## src/rtl/bus_arb_pkg.sv

```systemverilog
// bus_arb_pkg: shared constants for the CPU bus arbiter.
// Holds the default sizing, the bus source index map, the arbiter state
// type and a modulo-increment helper.
package bus_arb_pkg;
  localparam int NUM_REQ_DEF = 24;
  localparam int MAX_HOLD_DEF = 4;
  localparam int SEL_W = $clog2(NUM_REQ_DEF);
  localparam int SRC_R0 = 0;
  localparam int SRC_R1 = 1;
  localparam int SRC_R2 = 2;
  localparam int SRC_R3 = 3;
  localparam int SRC_R4 = 4;
  localparam int SRC_R5 = 5;
  localparam int SRC_R6 = 6;
  localparam int SRC_R7 = 7;
  localparam int SRC_R8 = 8;
  localparam int SRC_R9 = 9;
  localparam int SRC_R10 = 10;
  localparam int SRC_R11 = 11;
  localparam int SRC_R12 = 12;
  localparam int SRC_R13 = 13;
  localparam int SRC_R14 = 14;
  localparam int SRC_R15 = 15;
  localparam int SRC_HI = 16;
  localparam int SRC_LO = 17;
  localparam int SRC_ZHI = 18;
  localparam int SRC_ZLO = 19;
  localparam int SRC_PC = 20;
  localparam int SRC_MDR = 21;
  localparam int SRC_INPORT = 22;
  localparam int SRC_C = 23;
  typedef enum logic {ST_IDLE, ST_OWN} arb_state_e;
  function automatic int wrap_inc(input int i, input int n);
    return (i >= n - 1) ? 0 : i + 1;
  endfunction
endpackage

```

## src/rtl/rr_pick.sv

```systemverilog
// rr_pick: combinational round-robin picker.
// Ports: req (request mask), start (first index to try) ->
//        onehot (chosen bit), idx (chosen index, 0 if none), found.
module rr_pick
  import bus_arb_pkg::*;
#(
  parameter int N = NUM_REQ_DEF,
  localparam int W = $clog2(N)
) (
  input  logic [N-1:0] req,
  input  logic [W-1:0] start,
  output logic [N-1:0] onehot,
  output logic [W-1:0] idx,
  output logic         found
);
  // Scan offsets from farthest to nearest so the nearest set bit wins.
  always_comb begin
    idx = '0;
    found = 1'b0;
    for (int i = N - 1; i >= 0; i--) begin
      if (req[(int'(start) + i) % N]) begin
        idx = W'((int'(start) + i) % N);
        found = 1'b1;
      end
    end
    onehot = found ? (N'(1) << idx) : '0;
  end
endmodule

```

## src/rtl/bus_arbiter.sv

```systemverilog
// bus_arbiter: round-robin owner of the 32-bit CPU bus out-enables with hold limit.
// Ports: clk, clr (sync, active-low), req[NUM_REQ] in;
//        grant (one-hot), sel (owner index), busy, preempt (1-cycle) out, all registered.
// Option: BUS_ARB_PRIO0_EN gives requester 0 strict priority at every arbitration point.
module bus_arbiter
  import bus_arb_pkg::*;
#(
  parameter int NUM_REQ = NUM_REQ_DEF,
  parameter int MAX_HOLD = MAX_HOLD_DEF
) (
  input  logic                       clk,
  input  logic                       clr,
  input  logic [NUM_REQ-1:0]         req,
  output logic [NUM_REQ-1:0]         grant,
  output logic [$clog2(NUM_REQ)-1:0] sel,
  output logic                       busy,
  output logic                       preempt
);
  localparam int W = $clog2(NUM_REQ);
  localparam int HW = MAX_HOLD > 1 ? $clog2(MAX_HOLD) : 1;
  arb_state_e state;
  logic [W-1:0] last, start, pk_idx;
  logic [HW-1:0] hold_cnt;
  logic [NUM_REQ-1:0] mask, pick_mask, pk_oh;
  logic pk_found, own_req, at_lim, keep, do_pre;
  // The current owner never competes in its own handover or preemption.
  assign mask = req & ~grant;
`ifdef BUS_ARB_PRIO0_EN
  assign pick_mask = mask[0] ? NUM_REQ'(1) : mask;
`else
  assign pick_mask = mask;
`endif
  // last equals the owner while busy, so one start index serves every case.
  assign start = W'(wrap_inc(int'(last), NUM_REQ));
  assign own_req = |(req & grant);
  assign at_lim = int'(hold_cnt) >= MAX_HOLD - 1;
  assign keep = state == ST_OWN && own_req && !(at_lim && |mask);
  assign do_pre = state == ST_OWN && own_req && !keep;
  rr_pick #(.N(NUM_REQ)) u_pick (
    .req(pick_mask),
    .start(start),
    .onehot(pk_oh),
    .idx(pk_idx),
    .found(pk_found)
  );
  always_ff @(posedge clk) begin
    if (!clr) begin
      state <= ST_IDLE;
      grant <= '0;
      sel <= '0;
      busy <= 1'b0;
      preempt <= 1'b0;
      hold_cnt <= '0;
      last <= W'(NUM_REQ - 1);
    end else if (keep) begin
      hold_cnt <= at_lim ? hold_cnt : hold_cnt + 1'b1;
      preempt <= 1'b0;
    end else begin
      state <= pk_found ? ST_OWN : ST_IDLE;
      grant <= pk_oh;
      sel <= pk_idx;
      busy <= pk_found;
      preempt <= do_pre;
      hold_cnt <= '0;
      if (pk_found) last <= pk_idx;
    end
  end
endmodule

```

## config.mk

```make
export PLATFORM = sky130hd
export DESIGN_NAME = bus_arbiter
export DESIGN_NICKNAME = d
export VERILOG_FILES = /design/src/rtl/bus_arb_pkg.sv /design/src/rtl/rr_pick.sv /design/src/rtl/bus_arbiter.sv
export SDC_FILE = /design/constraint.sdc
export NUM_CORES = 1
export LEC_CHECK = 0
export CORE_UTILIZATION = 55
export CTS_BUF_LIST = sky130_fd_sc_hd__clkbuf_4
export DETAILED_ROUTE_END_ITERATION = 10
export HOLD_SLACK_MARGIN = 0.08
export PLACE_DENSITY_LB_ADDON = 0.08
export SYNTH_ARGS = -nofsm -noshare
export SYNTH_HDL_FRONTEND = slang
export SYNTH_SLANG_ARGS = --single-unit
```

## constraint.sdc

```tcl
create_clock -name clk -period 16.3 [get_ports clk]
set_input_delay 3.26 -clock clk [delete_from_list [all_inputs] [get_ports clk]]
set_output_delay 3.26 -clock clk [all_outputs]
set_load 0.01 [all_outputs]
```

# Word level (Yosys, flattened, before mapping)
# Index checks and enable logic that the tools add are counted.
[op_classes]
shifts = 1
add_sub_neg = 25
muxes = 123
order_cmp = 26
reduce_logical = 11
bitwise = 5
n_div = 24
[ops]
columns = ["op", "count"]
rows = [
  ["less-than comparator 32 x 7 -> 1 bit (second input constant)", 24],
  ["modulo 32 x 6 -> 32 bit (second input constant)", 23],
  ["2-to-1 mux 5 bit", 25],
  ["binary-select mux 1 bit (select 5 bit)", 24],
  ["2-to-1 mux 1 bit", 73],
  ["adder 5 x 4 -> 6 bit (second input constant)", 8],
  ["adder 5 x 5 -> 6 bit (second input constant)", 8],
  ["AND 24 bit", 2],
  ["OR reduction 24 bit", 2],
  ["modulo 6 x 6 -> 32 bit (second input constant)", 1],
  ["adder 5 x 3 -> 6 bit (second input constant)", 4],
  ["2-to-1 mux 24 bit", 1],
  ["NOT 24 bit", 1],
  ["<< shifter 1 x 5 -> 24 bit (first input constant)", 1],
  ["adder 5 x 2 -> 6 bit (second input constant)", 2],
  ["adder 5 x 1 -> 6 bit (second input constant)", 1],
  ["adder 5 x 1 -> 5 bit (second input constant)", 1],
  ["greater-or-equal comparator 5 bit (second input constant)", 1],
  ["logical AND 1 bit", 4],
  ["AND reduction 2 bit", 2],
  ["adder 2 x 1 -> 2 bit (second input constant)", 1],
  ["greater-or-equal comparator 2 bit (second input constant)", 1],
  ["zero test 1 bit", 2],
  ["NOT 1 bit", 2],
  ["OR reduction 2 bit", 1],
]
[word_totals]
register_bits = 39
word_cells = 222
in_bits = 26
out_inout_bits = 31

# Logic depth before layout (Yosys ltp)
# Gate-level depths: netlist of the first run.
[depth]
ltp_word = 33
ltp_mapped = 30
ltp_nobuf = 23

# Modules after synthesis
# Synthesis of the first run repeated with hierarchy kept, for this count alone.
[hier_totals]
cells_unflattened = 1275
area_unflattened_um2 = 9629.2
[by_module_without_submodules]
columns = ["module", "instances", "cells_each", "seq_area_each_um2", "area_each_um2"]
rows = [
  ["rr_pick", 1, 1051, 0.0, 7609.8],
  ["bus_arbiter", 1, 224, 760.7, 2019.4],
]

# Worst setup path after synthesis of the first run
# No wires, ideal clock.
[synth_path]
path_type = "input-to-reg"
from = "input req[3]"
to = "register grant[14]"
arrival_ns = 6.501
path_stages = 13
setup_time_ns = 0.087
path_buffers = 1
t_required_ns = 16.213
setup_slack_ns = 9.712
cell_sequence = "nor2b_1 mux4_2 mux4_2 o211a_2 a211oi_2 inv_2 or3_1 a2111oi_0 nand4bb_1 a41o_1 or3_1 buf_2 o31ai_1"
[synth_via]
elab_chain_cells = 30
word_cells_on_any_way = 130
cone_classes = "shift: 1; mux: 121; bitwise: 2; reduce/logical: 6"
[synth_rtl]
columns = ["element", "line", "text"]
rows = [
  ["start: declaration", "bus_arbiter.sv:13", "input logic [NUM_REQ-1:0] req,"],
  ["AND 24 bit", "bus_arbiter.sv:27", "assign mask = req & ~grant;"],
  ["binary-select mux 1 bit (select 5 bit)", "rr_pick.sv:21", "if (req[(int'(start) + i) % N]) begin"],
  ["2-to-1 mux 1 bit (implied by the code) (2 in series)", "rr_pick.sv:21", ""],
  ["2-to-1 mux 5 bit (24 in series)", "rr_pick.sv:21", ""],
  ["<< shifter 1 x 5 -> 24 bit", "rr_pick.sv:26", "onehot = found ? (N'(1) << idx) : '0;"],
  ["2-to-1 mux 24 bit", "rr_pick.sv:26", ""],
  ["end signal: assignment", "bus_arbiter.sv:60", "grant <= pk_oh;"],
  ["end: declaration", "bus_arbiter.sv:14", "output logic [NUM_REQ-1:0] grant,"],
]
# Parallel ways exist; a longest one is shown, timed or not. The select of a mux whose other input is x is not followed.
# A chain may end at the register's enable or synchronous reset.

# Worst setup path after layout of the first run
[layout_path]
from = "register last[0]"
to = "register grant[20]"
[layout_via]
elab_chain_cells = 33
word_cells_on_any_way = 172
cone_classes = "add/sub: 24; div: 24; order compare: 1; shift: 1; mux: 122"
[layout_rtl]
columns = ["element", "line", "text"]
rows = [
  ["start: declaration", "bus_arbiter.sv:22", "logic [W-1:0] last, start, pk_idx;"],
  ["start signal: assignment", "bus_arbiter.sv:54", "last <= W'(NUM_REQ - 1);"],
  ["start signal: assignment", "bus_arbiter.sv:65", "if (pk_found) last <= pk_idx;"],
  ["adder 5 x 1 -> 5 bit or greater-or-equal comparator 5 bit (tied branches)", "bus_arb_pkg.sv:34", "return (i >= n - 1) ? 0 : i + 1;"],
  ["2-to-1 mux 5 bit *", "bus_arb_pkg.sv:34", ""],
  ["adder 5 x 5 -> 6 bit", "rr_pick.sv:21, rr_pick.sv:22", ""],
  ["modulo 32 x 6 -> 32 bit", "rr_pick.sv:21, rr_pick.sv:22", ""],
  ["binary-select mux 1 bit (select 5 bit)", "rr_pick.sv:21", ""],
  ["2-to-1 mux 1 bit (implied by the code) (2 in series)", "rr_pick.sv:21", ""],
  ["2-to-1 mux 5 bit (24 in series)", "rr_pick.sv:21", ""],
  ["<< shifter 1 x 5 -> 24 bit", "rr_pick.sv:26", ""],
  ["2-to-1 mux 24 bit *", "rr_pick.sv:26", ""],
]
# Mark *: on every way between the ends. The rest lies on a longest branch, timed or not. The select of a mux whose other input is x is not followed.

==> results of run 1 <==
==> cell type report <==
| type | instances | area (um^2) |
|---|---|---|
| Timing Repair Buffer | 79 | 733 |
| Multi-Input combinational cell | 1161 | 8280 |
| Clock inverter | 3 | 45.0 |
| Tap cell | 225 | 282 |
| Antenna cell | 1 | 2.50 |
| Inverter | 55 | 206 |
| Fill cell | 1672 | 6890 |
| Sequential cell | 38 | 761 |
| Clock buffer | 5 | 37.5 |
==> worst reg2reg max path: stages, from the launching register on <==
cell and delay [ns]:
dfxtp_1 0.80, ha_1 0.63, nand4b_1 0.23, nand3_1 0.09, buf_4 0.26, inv_2 0.64, ha_1 0.38, and3b_1 0.22
a211oi_1 0.61, nor3_1 0.19, nor2_1 0.21, nor2_1 0.08, ha_1 0.27, nand2b_1 0.14, o41a_1 0.36, or4_1 0.50
o21a_1 0.26, a211oi_1 0.49, o221a_1 0.31, o211ai_1 0.11, a2111oi_1 0.81, nor3b_1 0.26, nand2b_1 0.43, o31ai_1 0.37
==> cells in the mapped netlist, drive strengths merged (6+ instances only) <==
cell type and number:
nand2 108, o21ai 88, a21oi 87, nor2 84, nand3 59, inv 54
buf 45, ha 45, nor2b 45, nor3 45, nand2b 43, dfxtp 38
clkbuf 35, o31ai 35, mux2i 30, a211oi 26, mux4 26, o211ai 26
nand4 23, nor4 22, xnor2 22, a21o 20, or3 19, mux2 16
and3 15, or2 15, a2111oi 14, a31oi 14, a21boi 13, a22oi 13
and2 12, o2111ai 11, o22ai 11, a211o 10, o21a 10, o311ai 10
a221oi 9, a22o 9, a31o 9, nand4b 9, o221ai 7, or4 7
a311oi 6, o31a 6
==> metal layers <==
metal  global-route usage (%)  vias up  share of wire [%]
met5                        0        -                  0
met4                     26.3        0                6.8
met3                     7.13      186                 12
met2                     67.5      877                 42
met1                     61.1     5538                 39
li1                         -     5252                  -
==> state kept, by name, indices dropped and copies added (netlist names) <==
| signal | count |
|---|---|
| preempt | 1 |
| busy | 1 |
| hold_cnt | 2 |
| last | 5 |
| grant | 24 |
| sel | 5 |
==> path summary, 6_finish.rpt <==
kind	from	end	slack (ns)
worst max-delay path	last[0]	grant[20]	7.59
worst min-delay path	sel[4]	sel[4]	0.47
worst max register to register	last[0]	grant[20]	7.59
worst min register to register	sel[4]	sel[4]	0.47
==> metrics by stage <==
stage	std cells	util, %
floorplan	1334	-
global placement	1558	59.5
detailed placement	1558	59.5
CTS	1566	60.0
global route	1567	60.0
finish	1567	60.0
==> logic make-up after synthesis <==
| group | count (synthesis) | synth area share (%) |
|---|---|---|
| AND/OR/NAND/NOR | 531 | 29.5 |
| AO/OA/AOI/OAI | 487 | 36.3 |
| buffers and inverters | 135 | 6.55 |
| multiplexers | 72 | 11.1 |
| adder cells (fa/ha/maj) | 45 | 5.82 |
| flip-flops | 38 | 7.87 |
| XOR/XNOR | 26 | 2.89 |
==> cells in the final DEF, fill, tap and decap left out, types with 12 or more instances in the layout <==
cell             count
o21ai_0             59
a22oi_1             13
nor3_1              43
a21o_1              20
inv_1               48
nand2b_1            43
mux2i_1             30
nand3_1             59
mux4_2              26
buf_4               23
dfxtp_1             38
clkdlybuf4s50_1     56
nand4_1             23
xnor2_1             18
nand2_1            107
mux2_2              14
a21oi_1             85
ha_1                45
o211ai_1            26
or3_1               18
o31ai_1             32
o21ai_1             27
and3_1              15
a211oi_1            23
nor2_1              80
a31oi_1             14
nor4_1              22
nor2b_1             45
a2111oi_0           12
==> flow_summary.yaml, run 1 <==
status:
  status: "complete, no violations"
clock_network:
  hold_buffers: 0
  cts.clk_slew.worst_paths_ns: 0.13
  insertion_delay_ns: 0.36
  post_cts_resized: 0
  cts_root_buf: "clkbuf_4"
  cts_sinks: 38
  cts_tree: "yes"
  htree_levels: 2
  postCtsSetupRepairBufs: 0
  numCtsBuffers: 5
  cts_max_path_buffers: 2
synth:
  syn-cell-area_um2: 9670
  synth_area_leaders: "dfxtp_1 7.9%, mux4_2 6.1%, ha_1 5.8%"
  synthFlopType: "dfxtp_1"
  syn_area_per_cell_um2: 7.25
  yosysWarnings: 0
  yosysUniqueCellTypes: 114
  synthCells: 1334
  ys_async_sr_fraction_pct: 0
  ys_seq_elements: 38
  syn-num-nets: 1405
  synth-edff-count: 0
  yosysTopAreaCell: "dfxtp_1"
  ys_seq_area_share_pct: 7.87
  synth.top_cell.area_share_pct: 7.87
setup_path:
  critPathTopFamily: "compound AO/OA/AOI/OAI gates"
  slowest_delay_ns: 0.81
  worstRegToRegCells: 23
  criticalPathCategory: "flip-flop to flip-flop"
  path_cells: "ha_1 > nand4b_1 > nand3_1 > buf_4 > inv_2 > ha_1 > and3b_1 > a211oi_1 > nor3_1 > nor2_1 > nor2_1 > ha_1 > nand2b_1 > o41a_1 > or4_1 > o21a_1 > a211oi_1 > o221a_1 > o211ai_1 > a2111oi_1 > nor3b_1 > nand2b_1 > o31ai_1"
  cp_slowest_cell: "a2111oi_1"
  crit_cells: 23
  cp.arrival_ns: 8.98
  cp_max_fo: 32
  cpMostUsedCell: "ha_1"
  cp-start-kind: "flip-flop"
  cp-end-kind: "flip-flop"
  cp.required_ns: 16.57
  worst-path-buf-inv: 2
floorplan:
  rows: 48
  dieArea_um2: 18100
  fp.coreArea_um2: 17200
  die_h_um: 135
  die_x_um: 135
  boundaryPins: 57
  initial_core_util_pct: 56.1
timing:
  period_share_pct: 53.4
  fmaxAchievable_mhz: 115
  slew_viol_final: 0
  grt_setup_unrepaired: "no"
  setup_tns_ns: 0
  fin_hold_ws_ns: 0.466
  slew_headroom_pct: 24.2
  fin_ws_ns: 7.59
  hold_viol_final: 0
  worstMarginPinSlew_ns: 1.14
  fin_crit_ns: 8.71
  setup_violations: 0
  finClkSkew_ns: 0.0156
placement:
  post-dp-hpwl_mm: 32.2
  placed_area_um2: 10300
  portBuffers: 56
  pre_cts_ws_ns: 8.03
  gp_congestion: 1.07
grt:
  gr-total-overflow: 0
  grt_usage_pct: 45.1
  antenna_found_initial: 1
  grt_pass1_vias: 10300
  grt_pass1_wl_mm: 61.8
  grt_start_max_net_pins: 45
routing:
  drt_iter0_drc: 1572
  vias: 11900
  finalWirelength_mm: 41.8
  vias_per_cell: 7.56
  wl_per_cell_um: 26.7
  postRouteAntennaNets: 0
  first_pass_iters: 6
  drc_errors: 0
final_layout:
  synthToLayoutAreaGrowth_pct: 7.00
  drive_gt1_share_pct: 9.84
  layout.nets: 1411
  final_cell_area_um2: 10300
min_path:
  holdPathStages: 2
  hp-class: "flip-flop to flip-flop"
job:
  max-cap-violations: 0
Power of run 1 is left out: the tool's default activity adds up to more than one toggle a clock period on the data nets, which glitch-free logic cannot reach.
==> run 2, diff against run 1 <==
clock period = 8.3 ns   (was 16.3 ns; I/O delays follow)
==> flow_summary.yaml, run 2 (synthesis results as in run 1) <==
timing:
  setup_violations: 0
  finClkSkew_ns: 0.0141
  fmaxAchievable_mhz: 130
  fin_crit_ns: 7.71
  period_share_pct: 92.9
  setup_tns_ns: 0
  worstMarginPinSlew_ns: 1.35
  fin_hold_ws_ns: 0.462
  slew_viol_final: 0
  hold_viol_final: 0
  grt_setup_unrepaired: "no"
  slew_headroom_pct: 8.76
final_layout:
  synthToLayoutAreaGrowth_pct: 8.25
  fill_cells: 1661
  final_cell_area_um2: 10500
  top_register: "grant"
  layout.nets: 1424
  final_common_cell: "nand2_1"
  most-common-layout-cells: "107 x nand2_1, 85 x a21oi_1, 80 x nor2_1, 59 x nand3_1, 59 x o21ai_0"
  drive_gt1_share_pct: 10.7
  largest_reg_flops: 24
  reg_top3: "grant: 24 flops, last: 5 flops, sel: 5 flops"
setup_path:
  r2r_start: "last[1]"
  slowest_delay_ns: 0.68
  worstRegToRegCells: 22
  path_cells: "ha_1 > a211oi_4 > nor2_4 > ha_1 > inv_1 > a21oi_1 > o21ai_0 > nand2_1 > inv_1 > ha_1 > nand2b_1 > nor4_1 > or3_1 > a221o_1 > nand3_1 > a2111oi_0 > o2111ai_1 > a31o_1 > a2111o_1 > a31oi_1 > nand3b_1 > o21ai_1"
  cp.required_ns: 8.54
  cp_slowest_cell: "ha_1"
  criticalPathCategory: "flip-flop to flip-flop"
  cp-end-kind: "flip-flop"
  cp.arrival_ns: 7.95
  cpMostUsedCell: "ha_1"
  startpoint: "last[1]"
  cp_max_fo: 19
  cp-start-kind: "flip-flop"
clock_network:
  htree_levels: 2
  cts_tree: "yes"
  cts_max_path_buffers: 2
  cts_root_buf: "clkbuf_4"
  postCtsSetupRepairBufs: 0
  hold_buffers: 0
  numCtsBuffers: 5
  cts_sinks: 38
  post_cts_resized: 0
  cts.clk_slew.worst_paths_ns: 0.13
  insertion_delay_ns: 0.35
grt:
  grt_start_max_net_pins: 40
  grt_pass1_vias: 10900
  gr-total-overflow: 0
  met1_usage_pct: 59.4
  grt_busiest_layer: "met2"
  met2_usage_pct: 69.9
  use_met3_pct: 11.2
  antenna_found_initial: 2
  grt_usage_pct: 46.4
  grt_pass1_wl_mm: 63.5
placement:
  post-dp-hpwl_mm: 33.0
  placed_area_um2: 10400
  gp_congestion: 1.16
  portBuffers: 56
floorplan:
  fp.coreArea_um2: 17200
  boundaryPins: 57
  rows: 48
  initial_core_util_pct: 56.1
  die_h_um: 135
  dieArea_um2: 18100
  die_x_um: 135
routing:
  vias: 12000
  first_pass_iters: 7
  wl_per_cell_um: 26.8
  drt_iter0_drc: 1757
  vias_per_cell: 7.60
  drc_errors: 0
  finalWirelength_mm: 42.4
  postRouteAntennaNets: 0
min_path:
  holdCritStartpoint: "sel[0]"
  hp-class: "flip-flop to flip-flop"
  holdPathStages: 2
job:
  max-cap-violations: 0
status:
  status: "complete, no violations"
## run 2: cell types whose count changed in the layout (fill, tap and decap cells not counted), sizes merged
cell      before  now
buf           23   36
clkinvlp       2    0
bufinv         1    2
clkinv         1    2
## run 2: metal layers
layer  routed length, um  vias up  share of wire, %
li1                    -     5268                 -
met1               16100     5557                38
met2               17600      957                42
met3                5490      230                13
met4                3120        0               7.4
met5                   0        -                 0
## run 2: final timing paths
kind                                  to  slack [ns]
worst max-delay path            grant[2]        0.59
worst min-delay path              sel[0]        0.46
worst max register to register  grant[2]        0.59
worst min register to register    sel[0]        0.46
## run 2: final cells by class
cell class,instances,area (um^2),area share [%]
Timing Repair Buffer,92,831,7.94
Sequential cell,38,761,7.27
Tap cell,225,282,2.69
Antenna cell,1,2.50,0.0239
Multi-Input combinational cell,1161,8280,79.1
Clock buffer,5,37.5,0.359
Clock inverter,3,68.8,0.657
Inverter,55,206,1.97
## run 2: worst max-delay path, delay by kind of cell, from the launching register on
family | cells | cell delay, ns
fa+ha+maj | 3 | 1.48
simple gates | 7 | 2.09
compound gates | 10 | 3.10
flops | 1 | 0.50
buf+inv | 2 | 0.40
## run 2: stage by stage
| stage | worst slack (ns) | utilization, % | std cells |
|---|---|---|---|
| 2_1_floorplan | 2.19 | - | 1334 |
| 3_3_place_gp | 0.987 | 60.1 | 1571 |
| 3_5_place_dp | 0.930 | 60.1 | 1571 |
| 4_1_cts | 0.850 | 60.7 | 1579 |
| 5_1_grt | 0.254 | 60.7 | 1580 |
| 6_report | 0.588 | 60.7 | 1580 |
Power of run 2 is left out for the same reason.
==> run 3, diff against run 2 <==
CORE_UTILIZATION = 50   (was 55)
MAX_ROUTING_LAYER = met4   (was not set)
==> flow_summary.yaml, run 3 (synthesis results as in run 1) <==
status:
  status: "complete, no violations"
routing:
  first_pass_iters: 6
  drc_errors: 0
  finalWirelength_mm: 43.2
  wl_per_cell_um: 26.9
  topRoutingLayerUsed: "met4"
  vias_per_cell: 7.37
  met1_length_mm: 17.9
  vias: 11900
  wl_met2_mm: 17.9
  met3_length_mm: 5.36
  drt_iter0_drc: 1700
  postRouteAntennaNets: 0
clock_network:
  insertion_delay_ns: 0.36
  numCtsBuffers: 5
  cts_sinks: 38
  cts_max_path_buffers: 2
  htree_levels: 2
  cts_root_buf: "clkbuf_4"
  cts.clk_slew.worst_paths_ns: 0.13
  hold_buffers: 0
  cts_tree: "yes"
timing:
  fin_crit_ns: 8.00
  slew_headroom_pct: 10.9
  fmaxAchievable_mhz: 125
  period_share_pct: 96.3
  fin_hold_ws_ns: 0.463
  fin_ws_ns: 0.303
  hold_viol_final: 0
  grt_setup_unrepaired: "no"
  setup_tns_ns: 0
  finClkSkew_ns: 0.0184
  worstMarginPinSlew_ns: 1.33
  setup_violations: 0
  slew_viol_final: 0
job:
  max-cap-violations: 0
floorplan:
  fp.coreArea_um2: 18800
  die_h_um: 141
  rows: 50
  die_x_um: 141
  boundaryPins: 57
  dieArea_um2: 19900
  initial_core_util_pct: 51.4
placement:
  pre_cts_ws_ns: 0.470
  post-dp-hpwl_mm: 34.1
  portBuffers: 56
  gp_congestion: 1.11
final_layout:
  num_antenna_cells: 0
  largest_reg_flops: 24
  top_register: "grant"
  synthToLayoutAreaGrowth_pct: 8.07
  most-common-layout-cells: "107 x nand2_1, 85 x a21oi_1, 80 x nor2_1, 59 x nand3_1, 59 x o21ai_0"
  layout.nets: 1419
  final_common_cell: "nand2_1"
  reg_top3: "grant: 24 flops, last: 5 flops, sel: 5 flops"
  drive_gt1_share_pct: 10.5
setup_path:
  cp-start-kind: "flip-flop"
  cp.arrival_ns: 8.28
  cp_max_fo: 21
  criticalPathCategory: "flip-flop to flip-flop"
  cp-end-kind: "flip-flop"
  cp.required_ns: 8.58
grt:
  gr-total-overflow: 0
  grt_pass1_vias: 10600
  antenna_found_initial: 0
  grt_usage_pct: 44.3
  grt_start_max_net_pins: 40
  grt_pass1_wl_mm: 65.0
min_path:
  hp-class: "flip-flop to flip-flop"
-- run 3: changes by cell type in the layout (fill, tap and decap cells not counted) --
cell and delta:
ha_1 -1, buf_4 -5, ha_2 +1, clkinvlp_4 +2
bufinv_16 -1, diode_2 -1, clkinv_4 -1
-- run 3: cell type report --
type	count	area, um^2
Multi-Input combinational cell	1161	8280
Sequential cell	38	761
Timing Repair Buffer	87	793
Inverter	55	206
Clock buffer	5	37.5
Fill cell	1866	8380
Clock inverter	3	45.0
Tap cell	260	325
-- run 3: worst paths after layout --
kind,to,cells after the start,startpoint,slack [ns]
worst max-delay path,grant[15],21,last[0],0.30
worst max register to register,grant[15],21,last[0],0.30
worst min register to register,sel[2],2,sel[2],0.46
worst min-delay path,sel[2],2,sel[2],0.46
-- run 3: per-stage QoR --
| stage | area (um^2) | utilization (%) | cells |
|---|---|---|---|
| after detailed placement | 10400 | 55.0 | 1601 |
| final | 10500 | 55.5 | 1609 |
| after global placement | 10400 | 55.0 | 1601 |
| after global routing | 10500 | 55.5 | 1609 |
| after floorplan | 9670 | - | 1334 |
| after CTS | 10400 | 55.5 | 1609 |
-- run 3: per-layer routing --
metal	track usage, %	vias up
met1	60.2	5620
met5	-	-
met3	8.46	151
li1	-	5258
met2	63.5	825
met4	18.7	0
-- run 3: repair_timing --
item | in CTS | in global routing
setup endpoints to repair | 0 | 21
resized for setup | 0 | 1
buffers inserted | 0 | 0
-- run 3: critical path: stages, from the launching register on --
cell	delay, ns
dfxtp_1	0.74
ha_1	0.62
a211oi_4	0.12
o21ai_2	0.30
buf_4	0.35
ha_1	0.61
inv_1	0.28
a211o_1	0.42
a21oi_1	0.38
inv_1	0.17
ha_1	0.31
nand2b_1	0.14
a21oi_1	0.29
o22ai_1	0.21
a211oi_2	0.50
o221ai_1	0.29
o22ai_1	0.47
a2111oi_0	0.21
a211oi_1	0.34
a21boi_1	0.10
or4b_1	0.70
o31ai_1	0.33
Power of run 3 is left out for the same reason.
